$ cat src/rtl/pipe_ctrl_pkg.sv
// Shared icode/stat constants, RNONE and FSM encoding for the Y86-64 pipeline control slice.
package pipe_ctrl_pkg;

  localparam int IRMMOVQ = 4;
  localparam int IMRMOVQ = 5;
  localparam int IOPQ    = 6;
  localparam int IJXX    = 7;
  localparam int ICALL   = 8;
  localparam int IRET    = 9;
  localparam int IPUSHQ  = 10;
  localparam int IPOPQ   = 11;

  localparam int SAOK = 1;
  localparam int SADR = 2;
  localparam int SINS = 3;
  localparam int SHLT = 4;

  // -1 truncates to all ones at whatever register-ID width the user picks
  localparam int RNONE = -1;

  typedef enum logic [1:0] {
    ST_RUN      = 2'd0,
    ST_MEM_WAIT = 2'd1,
    ST_HALT     = 2'd2
  } ctrl_state_e;

  function automatic logic is_exc(input int stat);
    return (stat == SADR) || (stat == SINS) || (stat == SHLT);
  endfunction

endpackage

$ cat src/rtl/hazard_perf_counter.sv
// Saturating event counter with enable; clears on synchronous active-low reset.
module hazard_perf_counter #(
  parameter int W = 32
) (
  input  logic         clk,
  input  logic         rst_n,
  input  logic         en,
  output logic [W-1:0] count
);

  always_ff @(posedge clk) begin
    // NOTE: sequential state uses non-blocking assignments only.
    if (!rst_n)
      count <= '0;
    else if (en && (count != '1))
      count <= count + W'(1);
  end

endmodule

$ cat src/rtl/pipe_hazard_ctrl.sv
// Y86-64 pipeline control: classic hazards, dmem wait state with watchdog, sticky halt.
// Optional hazard counters are built when PIPE_PERF_CNT_EN is defined.
module pipe_hazard_ctrl
  import pipe_ctrl_pkg::*;
#(
  parameter int ICODE_W     = 4,
  parameter int REG_W       = 4,
  parameter int STAT_W      = 3,
  parameter int MEM_TIMEOUT = 15,
  parameter int PERF_W      = 32
) (
  input  logic               clk,
  input  logic               rst_n,
  input  logic [ICODE_W-1:0] D_icode,
  input  logic [REG_W-1:0]   d_srcA,
  input  logic [REG_W-1:0]   d_srcB,
  input  logic [ICODE_W-1:0] E_icode,
  input  logic [REG_W-1:0]   E_dstM,
  input  logic               e_Cnd,
  input  logic [ICODE_W-1:0] M_icode,
  input  logic [STAT_W-1:0]  m_stat,
  input  logic [STAT_W-1:0]  W_stat,
  input  logic               dmem_busy,
  output logic               F_stall,
  output logic               D_stall,
  output logic               E_stall,
  output logic               M_stall,
  output logic               W_stall,
  output logic               D_bubble,
  output logic               E_bubble,
  output logic               M_bubble,
  output logic               W_bubble,
  output logic               set_CC,
  output logic               halted,
  output logic               mem_timeout,
  output logic [PERF_W-1:0]  perf_loaduse,
  output logic [PERF_W-1:0]  perf_mispred,
  output logic [PERF_W-1:0]  perf_ret,
  output logic [PERF_W-1:0]  perf_memwait
);

  ctrl_state_e state;
  logic [7:0]  wait_cnt;
  logic        w_exc, m_exc, memop, mem_nr, mem_hold, timeout_hit;
  logic        lu, mp, rt;

  assign w_exc = is_exc(int'(W_stat));
  assign m_exc = is_exc(int'(m_stat));
  assign memop = M_icode inside {ICODE_W'(IRMMOVQ), ICODE_W'(IMRMOVQ), ICODE_W'(ICALL),
                                 ICODE_W'(IRET), ICODE_W'(IPUSHQ), ICODE_W'(IPOPQ)};

  // The cycle dmem_busy drops completes the access, so M must be free to advance then.
  assign mem_nr      = dmem_busy && ((state == ST_MEM_WAIT) || ((state == ST_RUN) && memop));
  assign mem_hold    = mem_nr && !m_exc && !w_exc;
  assign timeout_hit = (state == ST_MEM_WAIT) && dmem_busy && (wait_cnt == 8'(MEM_TIMEOUT));

  assign lu = ((E_icode == ICODE_W'(IMRMOVQ)) || (E_icode == ICODE_W'(IPOPQ))) &&
              ((E_dstM == d_srcA) || (E_dstM == d_srcB)) && (E_dstM != REG_W'(RNONE));
  assign mp = (E_icode == ICODE_W'(IJXX)) && !e_Cnd;
  assign rt = (D_icode == ICODE_W'(IRET)) || (E_icode == ICODE_W'(IRET)) ||
              (M_icode == ICODE_W'(IRET));

  always_ff @(posedge clk) begin
    if (!rst_n) begin
      state    <= ST_RUN;
      wait_cnt <= '0;
    end else if (w_exc || timeout_hit) begin
      state <= ST_HALT;
    end else begin
      case (state)
        ST_RUN: begin
          if (memop && dmem_busy && !m_exc) begin
            state    <= ST_MEM_WAIT;
            wait_cnt <= 8'd1;
          end
        end
        ST_MEM_WAIT: begin
          if (!dmem_busy) begin
            state    <= ST_RUN;
            wait_cnt <= '0;
          end else begin
            wait_cnt <= wait_cnt + 8'd1;
          end
        end
        default: state <= ST_HALT;
      endcase
    end
  end

  always_comb begin
    // NOTE: every output is defaulted first so no branch can infer a latch.
    F_stall  = 1'b0;
    D_stall  = 1'b0;
    E_stall  = 1'b0;
    M_stall  = 1'b0;
    W_stall  = 1'b0;
    D_bubble = 1'b0;
    E_bubble = 1'b0;
    M_bubble = 1'b0;
    W_bubble = 1'b0;
    set_CC   = 1'b0;
    halted   = 1'b0;
    if (!rst_n) begin
      D_bubble = 1'b1;
      E_bubble = 1'b1;
      M_bubble = 1'b1;
      W_bubble = 1'b1;
    end else if (state == ST_HALT) begin
      halted  = 1'b1;
      F_stall = 1'b1;
      D_stall = 1'b1;
      E_stall = 1'b1;
      M_stall = 1'b1;
      W_stall = 1'b1;
    end else if (mem_hold) begin
      F_stall  = 1'b1;
      D_stall  = 1'b1;
      E_stall  = 1'b1;
      M_stall  = 1'b1;
      W_bubble = 1'b1;
    end else begin
      // Load/use wins over ret so D is never stalled and bubbled together.
      F_stall  = lu || rt;
      D_stall  = lu;
      D_bubble = mp || (rt && !lu);
      E_bubble = mp || lu;
      M_bubble = m_exc || w_exc;
      W_stall  = w_exc;
      set_CC   = (E_icode == ICODE_W'(IOPQ)) && !M_bubble;
    end
    mem_timeout = rst_n && timeout_hit;
  end

`ifdef PIPE_PERF_CNT_EN
  logic cnt_en, rt_bubble_ev;

  assign cnt_en       = rst_n && (state != ST_HALT);
  assign rt_bubble_ev = rt && !lu && !mem_hold;

  hazard_perf_counter #(.W(PERF_W)) u_cnt_loaduse (
    .clk(clk), .rst_n(rst_n), .en(cnt_en && lu), .count(perf_loaduse)
  );
  hazard_perf_counter #(.W(PERF_W)) u_cnt_mispred (
    .clk(clk), .rst_n(rst_n), .en(cnt_en && mp), .count(perf_mispred)
  );
  hazard_perf_counter #(.W(PERF_W)) u_cnt_ret (
    .clk(clk), .rst_n(rst_n), .en(cnt_en && rt_bubble_ev), .count(perf_ret)
  );
  hazard_perf_counter #(.W(PERF_W)) u_cnt_memwait (
    .clk(clk), .rst_n(rst_n), .en(cnt_en && mem_nr), .count(perf_memwait)
  );
`else
  assign perf_loaduse = '0;
  assign perf_mispred = '0;
  assign perf_ret     = '0;
  assign perf_memwait = '0;
`endif

endmodule

$ cat config.mk
export PLATFORM = sky130hd
export DESIGN_NAME = pipe_hazard_ctrl
export DESIGN_NICKNAME = d
export VERILOG_FILES = /design/src/rtl/pipe_ctrl_pkg.sv /design/src/rtl/hazard_perf_counter.sv /design/src/rtl/pipe_hazard_ctrl.sv
export SDC_FILE = /design/constraint.sdc
export NUM_CORES = 1
export LEC_CHECK = 0
export BUFFER_PORTS_ARGS = -buffer_cell sky130_fd_sc_hd__buf_2
export CORE_AREA = 2 2 87 64
export DETAILED_ROUTE_END_ITERATION = 7
export DIE_AREA = 0 0 89 66
export PLACE_DENSITY = 0.8
export RECOVER_POWER = 50
export SKIP_CTS_REPAIR_TIMING = 1
export SLEW_MARGIN = 20
export SYNTH_ARGS = -nofsm -noshare
export SYNTH_HDL_FRONTEND = slang
export SYNTH_SLANG_ARGS = --single-unit
$ cat constraint.sdc
create_clock -name clk -period 2.15 [get_ports clk]
set_input_delay 0.1075 -clock clk [delete_from_list [all_inputs] [get_ports clk]]
set_output_delay 0.1075 -clock clk [all_outputs]
set_load 0.01 [all_outputs]
==> flow_metrics.py, run 1 <==
metrics = {
    "synthesis": {
        "synth-seq-cells": 10,
        "yosys-top-cells-area": "buf_4, dfxtp_1, xnor2_1",
        "synth_edf_count": 0,
        "yosysMostFrequentCell": "buf_4",
        "yosysTopAreaCellShare_pct": 52.44,
        "syn-mean-instance-area_um2": 7.477,
        "yosysWarnings": 0,
        "yosysUniqueCellTypes": 42,
        "ys.flop_type": "dfxtp_1",
        "synth_cells": 247,
        "async_reset_ff_share_pct": 0,
        "synth_area_um2": 1847,
        "synth_top_area_cell": "buf_4",
        "yosysSeqAreaShare_pct": 10.84,
        "synth_common_cells": "buf_4, nand2_1, dfxtp_1",
    },
    "cts": {
        "cts_tree": "done",
        "h-tree-depth": 1,
        "root_buffer": "clkbuf_8",
        "cts_buffer_depth": 2,
        "numCtsBuffers": 3,
        "clk_latency_ps": 240,
        "clock-sinks": 10,
        "clkSlewWorstSetupHoldPaths_ps": 50,
    },
    "sta": {
        "period_minus_slack_ps": 1897,
        "skew_ps": 5.453,
        "setup_violations": 0,
        "tns_ps": 0,
        "drv_slew": 0,
        "fmax_mhz": 527.1,
        "rsz0062_at_grt": "false",
        "holdWs_ps": 265.4,
        "fin_ws_ps": 252.9,
        "hold_viol_final": 0,
        "fin_crit_sh_pct": 88.24,
    },
    "die": {
        "pin_count": 174,
        "die-area_um2": 5874,
        "row_count": 22,
        "die_width_um": 89,
        "die_h_um": 66,
        "start_util_pct": 36.46,
        "core_area_um2": 5065,
    },
    "layout": {
        "num_antenna_cells": 0,
        "nets": 328,
        "area_growth_pct": -7.927,
        "n_fill_cell": 548,
        "instances_no_fill": 364,
        "layout-drive-gt1-share_pct": 17.47,
    },
    "global_route": {
        "grt_usage_pct": 9.920,
        "grt_pass1_wl_um": 4705,
        "grt_start_max_net_pins": 18,
        "overflow": 0,
        "grt_pass1_vias": 1044,
        "antenna_found_initial": 0,
    },
    "power_and_ir_drop": {
        "ir_drop_mv": 0.1138,
        "power_uw": 676.2,
        "power.density_nw_per_um2": 397.7,
        "power_leakage_uw": 0.0009254,
    },
    "critical_path": {
        "start_kind": "register",
        "worst-path-max-fanout": 6,
        "path_class": "reg -> reg",
        "worstPathRequired_ps": 2320,
        "end_kind": "register",
        "arrival_ps": 2060,
    },
    "placed_design": {
        "port_buffers": 45,
        "dp_cells": 360,
        "hpwl_um": 2791,
        "dp_slack_ps": 322.8,
        "gp_congestion": 0.8443,
    },
    "route": {
        "via_per_inst": 3.802,
        "drc": 0,
        "drt-total-wl_um": 3229,
        "final_antenna_net_count": 0,
        "wl_per_cell_um": 8.871,
        "vias": 1384,
        "first_pass_iters": 4,
        "drt_iter0_drc": 94,
    },
    "run_status": {
        "status": "finished clean",
    },
    "flow_run": {
        "cap_violations": 0,
    },
    "min_path": {
        "hold_class": "in -> reg",
    },
}
-- report_power, final --
| group | switching [uW] | internal [uW] | leakage [uW] | total, uW |
|---|---|---|---|---|
| Combinational | 178 | 69.7 | 0.000816 | 248 |
| Sequential | 3.17 | 189 | 0.0000809 | 192 |
| Clock | 75.5 | 161 | 0.0000288 | 237 |
| Total | 257 | 420 | 0.000925 | 676 |
-- worst max-delay path, cell delays in order, from the launching register on --
cell	delay [ps]
dfxtp_1	350
or4_1	570
or3_1	370
a41oi_1	300
o21ai_0	150
o21ai_1	80
-- layout by cell type (no fill, tap or decap), types with 3 or more instances in the layout --
cell type	synthesis	layout
a31oi_1	3	3
nand2_1	11	11
buf_2	0	41
dfxtp_1	10	10
nand4_1	6	6
conb_1	1	128
o21ai_0	7	8
clkbuf_8	0	4
a21oi_1	3	3
nor3_1	3	3
nor2_1	9	9
nor2b_1	3	3
inv_1	3	3
nor3b_1	5	5
nand3_1	4	4
xnor2_1	8	8
clkbuf_1	2	4
and2_0	0	3
o22ai_1	3	3
-- stage by stage --
step	cell area [um2]	utilization [%]
3_3_place_gp	1659	32.76
5_1_grt	1700	33.57
6_report	1700	33.57
4_1_cts	1714	33.84
2_1_floorplan	2323	-
3_5_place_dp	1659	32.76
-- state kept, by name (all words and copies together), names as in the netlist --
name and count:
state 2, wait_cnt 8
-- routing by layer --
layer | track usage (%) | share of wire (%) | wire length, um | vias up
met1 | 12.96 | 40 | 1287 | 643
met2 | 16.70 | 51 | 1632 | 71
met3 | 1.623 | 8.5 | 276 | 4
met4 | 2.985 | 0.99 | 32 | 0
li1 | - | - | - | 666
met5 | 0 | 0 | 0 | -
-- cell families after synthesis --
| group | Yosys count | share of synthesized area [%] |
|---|---|---|
| other | 1 | 0.2031 |
| adder cells (fa/ha/maj) | 1 | 0.6774 |
| XOR/XNOR | 8 | 3.794 |
| flip-flops | 10 | 10.84 |
| AND/OR/NAND/NOR | 63 | 20.39 |
| AO/OA/AOI/OAI | 29 | 10.03 |
| buffers and inverters | 135 | 54.07 |
-- layout make-up --
class | instances | area, um2 | share of cell area (%)
clock buffer | 4 | 55.05 | 3.238
timing repair buffer | 46 | 227.7 | 13.39
tap | 72 | 90.09 | 5.298
multi-input combinational | 229 | 1116 | 65.64
inverter | 3 | 11.26 | 0.6623
sequential | 10 | 200.2 | 11.77
-- path summary, 6_finish.rpt --
check / from / end / slack [ps] / cells past startpoint
min: rst_n / wait_cnt[1] / 270 / 3
max: wait_cnt[4] / wait_cnt[6] / 250 / 5
min reg2reg: wait_cnt[7] / wait_cnt[7] / 470 / 1
max reg2reg: wait_cnt[4] / wait_cnt[6] / 250 / 5
Power figures use the tool's default switching activity.
==> run 2, diff against run 1 <==
--- a/config.mk
+++ b/config.mk
@@ -9,8 +9,10 @@
 export CORE_AREA = 2 2 87 64
 export DETAILED_ROUTE_END_ITERATION = 7
 export DIE_AREA = 0 0 89 66
+export MAX_ROUTING_LAYER = met4
 export PLACE_DENSITY = 0.8
 export RECOVER_POWER = 50
+export REMOVE_ABC_BUFFERS = 1
 export SKIP_CTS_REPAIR_TIMING = 1
 export SLEW_MARGIN = 20
 export SYNTH_ARGS = -nofsm -noshare
==> flow_metrics.py, run 2 (synthesis gave the netlist of run 1 again) <==
metrics = {
    "layout": {
        "layout_commonest_cell": "conb_1",
        "num_antenna_cells": 0,
        "largest_reg_flops": 8,
        "n_fill_cell": 545,
        "nets": 328,
        "multi_input_area_um2": 1114,
        "top_regs": "wait_cnt x8, state x2",
        "largest-register": "wait_cnt",
        "layout_common_cells": "conb_1, buf_2, nand2_1",
        "register_area_um2": 200.2,
        "layout-drive-gt1-share_pct": 17.12,
        "design_area_um2": 1698,
        "area_growth_pct": -8.062,
    },
    "sta": {
        "hold_viol_final": 0,
        "rsz0062_at_grt": "false",
        "tns_ps": 0,
        "skew_ps": 0.9226,
        "fin_crit_sh_pct": 94.60,
        "fmax_mhz": 491.7,
        "setup_violations": 0,
        "period_minus_slack_ps": 2034,
        "drv_slew": 0,
    },
    "min_path": {
        "holdCritStartpoint": "rst_n",
        "hold_class": "in -> reg",
        "hold_depth": 3,
    },
    "critical_path": {
        "critical-path-top-delay-family": "simple AND/OR/NAND/NOR gates",
        "crit_buf_inv": 1,
        "worstReg2RegStart": "wait_cnt[4]",
        "worst-path-max-fanout": 6,
        "start_kind": "register",
        "end_kind": "output pin",
        "startpoint": "state[0]",
        "worstPathRequired_ps": 2040,
        "critPathSlowestCell": "or3_1",
        "path_cells": "or3_1 -> a41o_1 -> nor4_1 -> buf_2",
        "r2r_cells": 5,
        "path_class": "reg -> out",
        "arrival_ps": 1930,
        "crit_path_max_incr_delay_ps": 460,
        "cp_num_cells": 4,
    },
    "route": {
        "wl_per_cell_um": 9.385,
        "first_pass_iters": 4,
        "via_per_inst": 3.668,
        "drc": 0,
        "vias": 1335,
        "drt-total-wl_um": 3416,
        "drt_iter0_drc": 117,
        "final_antenna_net_count": 0,
    },
    "die": {
        "pin_count": 174,
        "die_h_um": 66,
        "core_area_um2": 5065,
        "start_util_pct": 36.46,
        "die_width_um": 89,
        "die-area_um2": 5874,
        "row_count": 22,
    },
    "placed_design": {
        "hpwl_um": 3025,
        "port_buffers": 45,
        "gp_congestion": 0.8766,
        "postPlaceCellArea_um2": 1659,
    },
    "cts": {
        "numCtsBuffers": 3,
        "root_buffer": "clkbuf_8",
        "clkSlewWorstSetupHoldPaths_ps": 50,
        "h-tree-depth": 1,
        "cts_buffer_depth": 2,
        "clock-sinks": 10,
        "cts_tree": "done",
        "clk_latency_ps": 240,
    },
    "power_and_ir_drop": {
        "power_uw": 680.2,
        "power.density_nw_per_um2": 400.6,
        "ir_drop_mv": 0.1540,
        "power_leakage_uw": 0.0009250,
    },
    "global_route": {
        "antenna_found_initial": 0,
        "overflow": 0,
        "grt_pass1_vias": 1008,
        "grt_pass1_wl_um": 4733,
        "grt_usage_pct": 10.58,
        "grt_start_max_net_pins": 18,
    },
    "run_status": {
        "status": "finished clean",
    },
    "flow_run": {
        "cap_violations": 0,
    },
}
run 2: area by class of cell:
cell class	count	area share (%)
Clock buffer	4	3.242
Timing Repair Buffer	46	13.41
Inverter	3	0.6632
Multi-Input combinational cell	229	65.59
Sequential cell	10	11.79
Tap cell	72	5.306
run 2: final timing paths:
check	endpoint	slack [ps]
setup / recovery	set_CC	120
hold / removal	wait_cnt[0]	260
hold reg to reg	wait_cnt[0]	480
setup reg to reg	wait_cnt[4]	190
run 2: routing by layer:
layer	part of all wire (%)	global-route usage [%]
met1	44	14.15
met2	47	15.30
met3	6.5	2.747
met4	2.2	3.918
met5	0	-
run 2: power breakdown:
| part | switching [uW] | leakage (uW) | internal, uW |
|---|---|---|---|
| clock | 77.5 | 0.0000288 | 161 |
| sequential | 3.45 | 0.0000809 | 189 |
| combinational | 180 | 0.000815 | 68.8 |
run 2: worst min-delay path, stage by stage:
cell and delay (ps):
buf_2 190, nand3_1 90, o21ai_1 60
run 2: through the flow:
stage	hold slack (ps)	setup slack [ps]	util [%]	std cells
after detailed placement	469.8	161.5	32.76	360
after global placement	454.7	205.1	32.76	360
after CTS	251.7	76.43	33.84	364
after global routing	272.3	47.20	33.52	364
after floorplan	244.9	425.2	-	242
final	258.3	116.1	33.52	364
==> run 3, diff against run 2 <==
--- a/config.mk
+++ b/config.mk
@@ -6,11 +6,13 @@
 export NUM_CORES = 1
 export LEC_CHECK = 0
 export BUFFER_PORTS_ARGS = -buffer_cell sky130_fd_sc_hd__buf_2
-export CORE_AREA = 2 2 87 64
+export CELL_PAD_IN_SITES_DETAIL_PLACEMENT = 0
+export CELL_PAD_IN_SITES_GLOBAL_PLACEMENT = 2
+export CORE_AREA = 2 2 128 93
 export DETAILED_ROUTE_END_ITERATION = 7
-export DIE_AREA = 0 0 89 66
+export DIE_AREA = 0 0 130 95
 export MAX_ROUTING_LAYER = met4
-export PLACE_DENSITY = 0.8
+export PLACE_DENSITY = 0.77
 export RECOVER_POWER = 50
 export REMOVE_ABC_BUFFERS = 1
 export SKIP_CTS_REPAIR_TIMING = 1
==> flow_metrics.py, run 3 (synthesis gave the netlist of run 1 again) <==
metrics = {
    "route": {
        "first_pass_iters": 4,
        "wl_per_cell_um": 7.942,
        "drt_iter0_drc": 43,
        "drc": 0,
        "via_per_inst": 2.944,
        "final_antenna_net_count": 0,
        "vias": 1322,
        "drt-total-wl_um": 3566,
    },
    "layout": {
        "top_regs": "wait_cnt x8, state x2",
        "largest_reg_flops": 8,
        "largest-register": "wait_cnt",
        "nets": 328,
        "layout_common_cells": "conb_1, buf_2, nand2_1",
        "area_growth_pct": -0.4744,
        "instances_no_fill": 449,
        "layout-drive-gt1-share_pct": 17.12,
        "num_antenna_cells": 0,
        "layout_commonest_cell": "conb_1",
        "finish.utilization_pct": 16.31,
    },
    "die": {
        "core_area_um2": 11270,
        "die-area_um2": 12350,
        "die_width_um": 130,
        "start_util_pct": 16.38,
        "die_h_um": 95,
        "pin_count": 174,
        "row_count": 33,
    },
    "sta": {
        "rsz0062_at_grt": "false",
        "period_minus_slack_ps": 1954,
        "drv_slew": 0,
        "skew_ps": 0.8183,
        "fmax_mhz": 511.7,
        "hold_viol_final": 0,
        "setup_violations": 0,
        "fin_crit_sh_pct": 90.90,
        "tns_ps": 0,
        "fin_ws_ps": 195.6,
        "holdWs_ps": 264.4,
    },
    "global_route": {
        "overflow": 0,
        "grt_pass1_vias": 1045,
        "grt_pass1_wl_um": 5064,
        "antenna_found_initial": 0,
        "grt_start_max_net_pins": 18,
        "grt_usage_pct": 5.347,
    },
    "critical_path": {
        "worstPathRequired_ps": 2310,
        "start_kind": "register",
        "end_kind": "register",
        "worst-path-max-fanout": 7,
        "arrival_ps": 2120,
        "path_class": "reg -> reg",
    },
    "placed_design": {
        "gp_congestion": 0.7448,
        "dp_slack_ps": 288.2,
        "port_buffers": 45,
        "hpwl_um": 3161,
        "dp_cells": 445,
    },
    "power_and_ir_drop": {
        "clockPowerShare_pct": 45.8,
        "power.density_nw_per_um2": 442.1,
        "p_int_uw": 538.3,
        "power_leakage_uw": 0.0009392,
        "power.switching_uw": 274.3,
        "combPwrFrac_pct": 30.5,
        "seqPwrFrac_pct": 23.7,
        "ir_drop_mv": 0.2371,
        "swShare_pct": 33.75,
    },
    "cts": {
        "root_buffer": "clkbuf_16",
        "cts_buffer_depth": 2,
        "clock-sinks": 10,
        "h-tree-depth": 1,
        "clkSlewWorstSetupHoldPaths_ps": 40,
        "numCtsBuffers": 3,
        "clk_latency_ps": 240,
        "cts_tree": "done",
    },
    "min_path": {
        "hold_class": "in -> reg",
    },
    "flow_run": {
        "cap_violations": 0,
    },
    "run_status": {
        "status": "finished clean",
    },
}
==> run 3: cell type report <==
cell class,count,area [um2]
flip-flops and latches,10,200.2
multi-input cells,229,1114
clock buffers,4,88.84
inverters,3,11.26
well taps,157,196.4
fillers,1295,9434
repair buffers,46,227.7
==> run 3: power groups by stage <==
| stage | Clock [uW] | Sequential, uW | Combinational [uW] |
|---|---|---|---|
| floorplan | 0 | 195 | 174 |
| global placement | 0 | 196 | 248 |
| detailed placement | 0 | 195 | 247 |
| CTS | 386 | 192 | 248 |
| global route | 397 | 193 | 280 |
| finish | 372 | 192 | 248 |
==> run 3: final timing paths <==
kind                from           to  slack (ps)  depth (start not counted)
max reg2reg  wait_cnt[4]  wait_cnt[4]         200                          5
max          wait_cnt[4]  wait_cnt[4]         200                          5
min                rst_n  wait_cnt[1]         260                          3
min reg2reg  wait_cnt[7]  wait_cnt[7]         470                          1
==> run 3: metrics by stage <==
stage	instance area (um2)	total power (uW)
5_1_grt	1838	869.5
4_1_cts	1854	825.8
2_1_floorplan	1336	368.6
6_report	1838	812.6
3_5_place_dp	1765	442.9
3_3_place_gp	1765	443.5
==> run 3: routing by layer <==
metal	vias up	wire length [um]	GRT usage, %	part of all wire [%]
met3	2	214	0.8499	6.0
met4	0	31	1.613	0.87
li1	664	-	-	-
met1	601	1505	6.649	42
met5	-	0	-	0
met2	55	1814	8.944	51
==> run 3: critical path: stages (launching register included) <==
cell      delay [ps]
dfxtp_1          340
or4_1            590
or3_1            370
and4_1           280
a21boi_0         150
o22ai_1          150
